===== src/rtl/sha256_round_ctrl.sv =====
`default_nettype none
// ============================================================================
// Module  : sha256_round_ctrl
// Brief   : Sequences one SHA-256 block compression, one round per clock.
// Revision: 1.0
// ============================================================================
module sha256_round_ctrl #(
    parameter int ROUNDS = 64
) (
    input  logic         clk,
    input  logic         rst_n,
    input  logic         start,
    input  logic [255:0] hin,
    input  logic         msg_valid,
    output logic         msg_ready,
    input  logic [31:0]  msg_word,
    output logic [5:0]   k_idx,
    input  logic [31:0]  k_word,
    output logic         busy,
    output logic         dout_valid,
    output logic [255:0] dout,
    input  logic         dout_ack
);

    typedef enum logic [2:0] {
        S_IDLE  = 3'd0,
        S_LOAD  = 3'd1,
        S_ROUND = 3'd2,
        S_FINAL = 3'd3,
        S_DONE  = 3'd4
    } state_t;

    localparam logic [5:0] c_last_round = 6'(ROUNDS - 1);

    state_t       r_state;
    logic [255:0] r_hin;
    logic [31:0]  r_a, r_b, r_c, r_d, r_e, r_f, r_g, r_h;
    logic [31:0]  r_w [16];
    logic [3:0]   r_wcnt;

    logic [31:0]  w_wt;
    logic [31:0]  w_t1;
    logic [31:0]  w_t2;

    function automatic logic [31:0] bsig0(input logic [31:0] x);
        return {x[1:0], x[31:2]} ^ {x[12:0], x[31:13]} ^ {x[21:0], x[31:22]};
    endfunction

    function automatic logic [31:0] bsig1(input logic [31:0] x);
        return {x[5:0], x[31:6]} ^ {x[10:0], x[31:11]} ^ {x[24:0], x[31:25]};
    endfunction

    function automatic logic [31:0] ssig0(input logic [31:0] x);
        return {x[6:0], x[31:7]} ^ {x[17:0], x[31:18]} ^ {3'b000, x[31:3]};
    endfunction

    function automatic logic [31:0] ssig1(input logic [31:0] x);
        return {x[16:0], x[31:17]} ^ {x[18:0], x[31:19]} ^ {10'd0, x[31:10]};
    endfunction

    function automatic logic [31:0] f_ch(input logic [31:0] e, input logic [31:0] f,
                                         input logic [31:0] g);
        return (e & f) ^ (~e & g);
    endfunction

    function automatic logic [31:0] f_maj(input logic [31:0] a, input logic [31:0] b,
                                          input logic [31:0] c);
        return (a & b) ^ (a & c) ^ (b & c);
    endfunction

    // The buffer is a shift register: r_w[0] is always W[t-16], so the
    // schedule taps sit at fixed positions (t-15 -> 1, t-7 -> 9, t-2 -> 14).
    always_comb begin
        w_wt = '0;
        w_t1 = '0;
        w_t2 = '0;
        if (k_idx < 6'd16) begin
            w_wt = r_w[0];
        end else begin
            w_wt = ssig1(r_w[14]) + r_w[9] + ssig0(r_w[1]) + r_w[0];
        end
        w_t1 = r_h + bsig1(r_e) + f_ch(r_e, r_f, r_g) + k_word + w_wt;
        w_t2 = bsig0(r_a) + f_maj(r_a, r_b, r_c);
    end

    always_ff @(posedge clk or negedge rst_n) begin
        if (!rst_n) begin
            r_state    <= S_IDLE;
            r_hin      <= '0;
            r_a        <= '0;
            r_b        <= '0;
            r_c        <= '0;
            r_d        <= '0;
            r_e        <= '0;
            r_f        <= '0;
            r_g        <= '0;
            r_h        <= '0;
            for (int i = 0; i < 16; i++) begin
                r_w[i] <= '0;
            end
            r_wcnt     <= '0;
            k_idx      <= '0;
            msg_ready  <= 1'b0;
            busy       <= 1'b0;
            dout_valid <= 1'b0;
            dout       <= '0;
        end else begin
            case (r_state)
                S_IDLE: begin
                    if (start) begin
                        r_hin     <= hin;
                        {r_a, r_b, r_c, r_d, r_e, r_f, r_g, r_h} <= hin;
                        r_wcnt    <= '0;
                        msg_ready <= 1'b1;
                        busy      <= 1'b1;
                        r_state   <= S_LOAD;
                    end
                end
                S_LOAD: begin
                    if (msg_valid) begin
                        for (int i = 0; i < 15; i++) begin
                            r_w[i] <= r_w[i + 1];
                        end
                        r_w[15] <= msg_word;
                        r_wcnt  <= r_wcnt + 4'd1;
                        if (r_wcnt == 4'd15) begin
                            msg_ready <= 1'b0;
                            k_idx     <= '0;
                            r_state   <= S_ROUND;
                        end
                    end
                end
                S_ROUND: begin
                    for (int i = 0; i < 15; i++) begin
                        r_w[i] <= r_w[i + 1];
                    end
                    r_w[15] <= w_wt;
                    r_h     <= r_g;
                    r_g     <= r_f;
                    r_f     <= r_e;
                    r_e     <= r_d + w_t1;
                    r_d     <= r_c;
                    r_c     <= r_b;
                    r_b     <= r_a;
                    r_a     <= w_t1 + w_t2;
                    if (k_idx == c_last_round) begin
                        k_idx   <= '0;
                        r_state <= S_FINAL;
                    end else begin
                        k_idx   <= k_idx + 6'd1;
                    end
                end
                S_FINAL: begin
                    dout <= {r_hin[255:224] + r_a, r_hin[223:192] + r_b,
                             r_hin[191:160] + r_c, r_hin[159:128] + r_d,
                             r_hin[127:96]  + r_e, r_hin[95:64]   + r_f,
                             r_hin[63:32]   + r_g, r_hin[31:0]    + r_h};
                    dout_valid <= 1'b1;
                    r_state    <= S_DONE;
                end
                S_DONE: begin
                    if (dout_ack) begin
                        dout_valid <= 1'b0;
                        busy       <= 1'b0;
                        r_state    <= S_IDLE;
                    end
                end
                default: begin
                    r_state <= S_IDLE;
                end
            endcase
        end
    end

endmodule
`default_nettype wire


===== config.mk =====
export PLATFORM = sky130hd
export DESIGN_NAME = sha256_round_ctrl
export DESIGN_NICKNAME = d
export VERILOG_FILES = /design/src/rtl/sha256_round_ctrl.sv
export SDC_FILE = /design/constraint.sdc
export NUM_CORES = 2
export LEC_CHECK = 0
export ABC_AREA = 0
export CAP_MARGIN = 20
export CORE_ASPECT_RATIO = 0.5
export CORE_MARGIN = 2
export CORE_UTILIZATION = 45
export CTS_CLUSTER_DIAMETER = 200
export CTS_CLUSTER_SIZE = 20
export DETAILED_ROUTE_END_ITERATION = 10
export PLACE_DENSITY = 0.64
export SLEW_MARGIN = 40
export SYNTH_ARGS = -nofsm -noshare
export SYNTH_HDL_FRONTEND = slang
export SYNTH_SLANG_ARGS = --single-unit
export TNS_END_PERCENT = 5

===== constraint.sdc =====
create_clock -name clk -period 17.56 [get_ports clk]
set_clock_uncertainty 0.15 [all_clocks]
set_input_delay 5.268 -clock clk [delete_from_list [all_inputs] [get_ports clk]]
set_output_delay 5.268 -clock clk [all_outputs]
set_load 0.005 [all_outputs]

# Word level (Yosys, flattened, before mapping)
# Cells that the tools add are included.
# classes
add_sub_neg,20
n_mul,0
div_mod_pow,0
n_lt_le_gt_ge,1
eq_ne,11
shifts,0
n_mux,39
bitwise,17
reduce_logical,15
# ops
op,count
$pmux W512 S2,1
$add A32 B32 Y32,18
$mux W512,1
$pmux W32 S2,8
$mux W32,9
$xor A32 B32 Y32,9
$and A32 B32 Y32,5
$not A32 Y32,1
$xor A32 B22 Y32,1
$xor A32 B29 Y32,1
$mux W6,3
$mux W3,5
$pmux W3 S5,1
$pmux W6 S2,1
$ne A2 B2 Y1 const B,5
$reduce_bool A2 Y1,5
$reduce_and A3 Y1,3
$mux W4,2
$pmux W4 S2,1
$reduce_and A2 Y1,4
$add A6 B1 Y6 const B,1
$eq A3 B2 Y1 const B,2
$eq A6 B6 Y1 const B,1
$lt A6 B5 Y1 const B,1
9 further kinds,14
# word_totals
reg_bits,1296
latchBits,0
ramBits,0
romBits,0
out_inout_bits,265
wordCells,135
n_memories,0

# Logic depth before layout (Yosys ltp)
# depth
depth_word,9
mapped_depth,48
mapped_depth_nobuf,47

# Least setup slack after synthesis
# OpenSTA, ideal clock, no wires.
# synth_path
path_kind,input -> register
start,in k_word[1]
end,reg r_a[31]
t_arrival_ns,11.416
required_ns,17.292
path_slack_ns,5.876
path_stages,32
n_path_buf,0
path_cell_list,inv_1 > fa_1 > inv_1 > fa_1 > inv_1 > fa_1 > inv_1 > ha_1 > fa_1 > a211o_1 > a21oi_1 > o311ai_1 > nand2_2 > nor3_2 > nor4b_1 > nor2_1 > a21o_1 > a21o_1 > a21o_1 > xnor2_1 > fa_1 > inv_1 > ha_1 > nor2b_1 > o21ai_0 > o21ai_0 > nor2_1 > o31ai_1 > a31oi_1 > xnor2_1 > xnor2_1 > a21o_1
# synth_between
elab_chain_len,4
# synth_rtl
element,line_no,source
start: declaration,18,"input logic [31:0] k_word,"
$add A32 B32 Y32 (2 in series),82,"w_t1 = r_h + bsig1(r_e) + f_ch(r_e, r_f, r_g) + k_word + w_wt;"
$add A32 B32 Y32,145,r_a <= w_t1 + w_t2;
$pmux W32 S2,108,case (r_state)
end signal: assignment,112,"{r_a, r_b, r_c, r_d, r_e, r_f, r_g, r_h} <= hin;"
end signal: assignment,145,
end: declaration,37,"logic [31:0] r_a, r_b, r_c, r_d, r_e, r_f, r_g, r_h;"
# No other way between the ends.
# A chain may end at the register's enable or synchronous reset.

# Worst setup path in the final report
# Same ends and word-level chain as after synthesis.

==> flow_summary.json <==
{
  "run_status": "complete, no violations",
  "synth_edf_count": 0,
  "cp.arrival_ns": 12.82,
  "grt_pass1_wl_um": 374000,
  "clk_pin_slew_worst_paths_ns": 0.11,
  "synth_top_area_cell": "dfrtp_1",
  "vias": 60700,
  "start_util_pct": 45.4,
  "r2r_end": "r_a[31]",
  "dp_hpwl_um": 193000,
  "yosysMostFrequentCell": "nand2_1",
  "ant_nets": 0,
  "rsz0062_at_grt": "false",
  "path_class": "primary input to register",
  "period_minus_slack_ns": 12.35,
  "ys_seq_area_share_pct": 43.5,
  "crit_path_start_kind": "primary input",
  "cp_max_fo": 6,
  "yosys-top-cells-count": "nand2_1, dfrtp_1, o21ai_0, inv_1, clkbuf_1",
  "reg2reg_slack_ns": 6.12,
  "synth_ff_type": "dfrtp_1",
  "syn_nets": 9494,
  "synthArstFlopShare_pct": 100,
  "n_antenna_cell": 0,
  "finalHoldViolCount": 0,
  "place_congestion": 0.968,
  "die_w_um": 579,
  "grt_max_degree": 212,
  "cp.required_ns": 18.02,
  "dr.pass1.iters": 6,
  "r2r-start": "r_w[51]",
  "core.rowCount": 105,
  "critPathCaptureType": "register",
  "slew_headroom_pct": 36.7,
  "wirelength_um": 251000,
  "die_area_um2": 169000,
  "ys_ff_latch": 1296,
  "syn_inst": 8600,
  "cts_tree": "done",
  "hp-class": "register to register",
  "clock_latency_ns": 0.72,
  "grt_pass1_vias": 58200,
  "synth_area_um2": 74500,
  "cts.sinks": 1296,
  "htree_levels": 3,
  "area_delta_synth_final_pct": 13.3,
  "grtUsageTotal_pct": 29.5,
  "cpMaxStageDelayCell": "a31oi_1",
  "cp_slowest_stage_delay_ns": 0.56,
  "rr_worst_depth": 44,
  "synth_warnings": 0,
  "layout.nets": 9788,
  "cts_buffer_depth": 3,
  "cts-root-buf": "clkbuf_16",
  "worst_slew_pin_slew_ns": 0.923,
  "postCtsHoldBufs": 0,
  "min_from": "r_w[254]",
  "cts_buffers": 74,
  "cts.repair.resized": 0,
  "max_freq_mhz": 81.0,
  "ios": 590,
  "drc": 0,
  "cts_setup_buffers": 0,
  "die_h_um": 292,
  "core_area_um2": 164000,
  "synth_area_leaders": "dfrtp_1, nand2_1, ha_1",
  "cap_violations": 0,
  "synth_top_area_share_pct": 43.5,
  "overflow": 0,
  "drv_slew": 0,
  "io_buffer_count": 589,
  "endpoint": "r_a[31]",
  "via_per_inst": 5.48,
  "crit_top_cell": "inv_1",
  "final-setup-viol-count": 0,
  "avgSynthCellArea_um2": 8.66,
  "wl_per_cell_um": 22.6,
  "post-route-period-util_pct": 70.3,
  "crit_start": "k_word[1]",
  "grt_antenna_before_repair": 4,
  "fin_tns_setup_ns": 0,
  "drive_above_1_share_pct": 2.43,
  "drt_iter0_markers": 5907,
  "synth_cell_types": 82,
  "fillers": 15600
}
==> state kept, by name (all words and copies together), names as in the netlist, 3 cells and up <==
signal / flops
r_e: 32
r_w: 512
r_state: 3
r_wcnt: 4
r_a: 32
r_f: 32
r_b: 32
dout: 256
k_idx: 6
r_d: 32
r_c: 32
r_h: 32
r_hin: 256
r_g: 32
==> layout by cell type, fill, tap and decap left out, types with 12 or more instances in the layout <==
cell             netlist  routed
ha_1                 374     374
clkbuf_16              0      76
nand3_1               64      64
buf_4                  0      38
a21boi_0              16      16
fa_1                 195     195
inv_1                445     445
nor3_1                45      44
o211ai_1              49      49
a211oi_1              39      39
buf_6                  0      22
nand2_1             2755    2754
nand4_1               18      18
nor2_1               399     396
a31oi_1              244     243
xnor2_1              330     330
o21a_1                52      52
mux2i_1               43      38
nor2b_1               29      29
o41ai_1               14      14
o21ai_0              489     475
o21bai_1              31      31
or3_1                 19      18
a21oi_1              337     336
a21o_1               239     238
o21ai_1               33      47
and2_1                20      19
a31o_2                12      12
and3_1                59      59
clkdlybuf4s50_1        0     588
o31ai_1               39      39
nand2b_1              68      68
xor2_1               234     234
dfrtp_1             1296    1296
==> metrics by stage <==
stage / hold slack (ns) / cells / utilization [%] / instance area, um^2 / worst slack [ns]
global route: 0.318 / 11100 / 51.4 / 84400 / 4.86
floorplan: 0.289 / 8600 / - / 74500 / 5.88
finish: 0.303 / 11100 / 51.4 / 84400 / 5.21
global placement: 0.295 / 11000 / 50.0 / 82100 / 4.55
detailed placement: 0.299 / 11000 / 50.1 / 82200 / 4.61
CTS: 0.309 / 11100 / 51.3 / 84200 / 5.33
==> kinds of logic after synthesis <==
| logic type | Yosys count | synth area share, % |
|---|---|---|
| muxes | 50 | 0.684 |
| AOI/OAI and AO/OA | 1691 | 14.0 |
| buffers and inverters | 889 | 4.49 |
| and+or+nand+nor | 3535 | 19.0 |
| xor gates and xnor gates | 565 | 6.66 |
| adders and majority gates | 574 | 11.6 |
| DFF | 1296 | 43.5 |
==> layer usage <==
metal	GRT usage (%)	wire [um]	part of all wire [%]
met5	0	16	0.0064
met4	10.0	9530	3.8
met3	5.18	17300	6.9
met2	46.8	115000	46
met1	40.8	109000	43
==> cell type report <==
class,count,area (um^2),area share [%]
Clock buffer,76,1900,2.25
Clock inverter,6,92.6,0.110
Inverter,445,1670,1.98
Multi-Input combinational cell,6415,38800,46.0
Sequential cell,1296,32400,38.4
Tap cell,2193,2740,3.25
Timing Repair Buffer,662,6740,7.99
==> how the worst min path moves through the flow <==
stage	cells after the start	end
2_1_floorplan	2	r_w[100]
3_3_place_gp	2	r_w[416]
3_5_place_dp	2	r_w[113]
4_1_cts	2	r_w[286]
5_1_grt	2	r_w[63]
6_report	2	r_w[286]
==> worst max-delay path: cells and delay by family <==
family | cells | cell delay, ns
compound gates | 10 | 2.81
xor+xnor | 3 | 0.59
fa+ha+maj | 7 | 2.86
buf+inv | 7 | 0.87
simple gates | 3 | 0.41
Power is left out: the tool's default activity adds up to more than one toggle a clock period on the data nets, which glitch-free logic cannot reach.
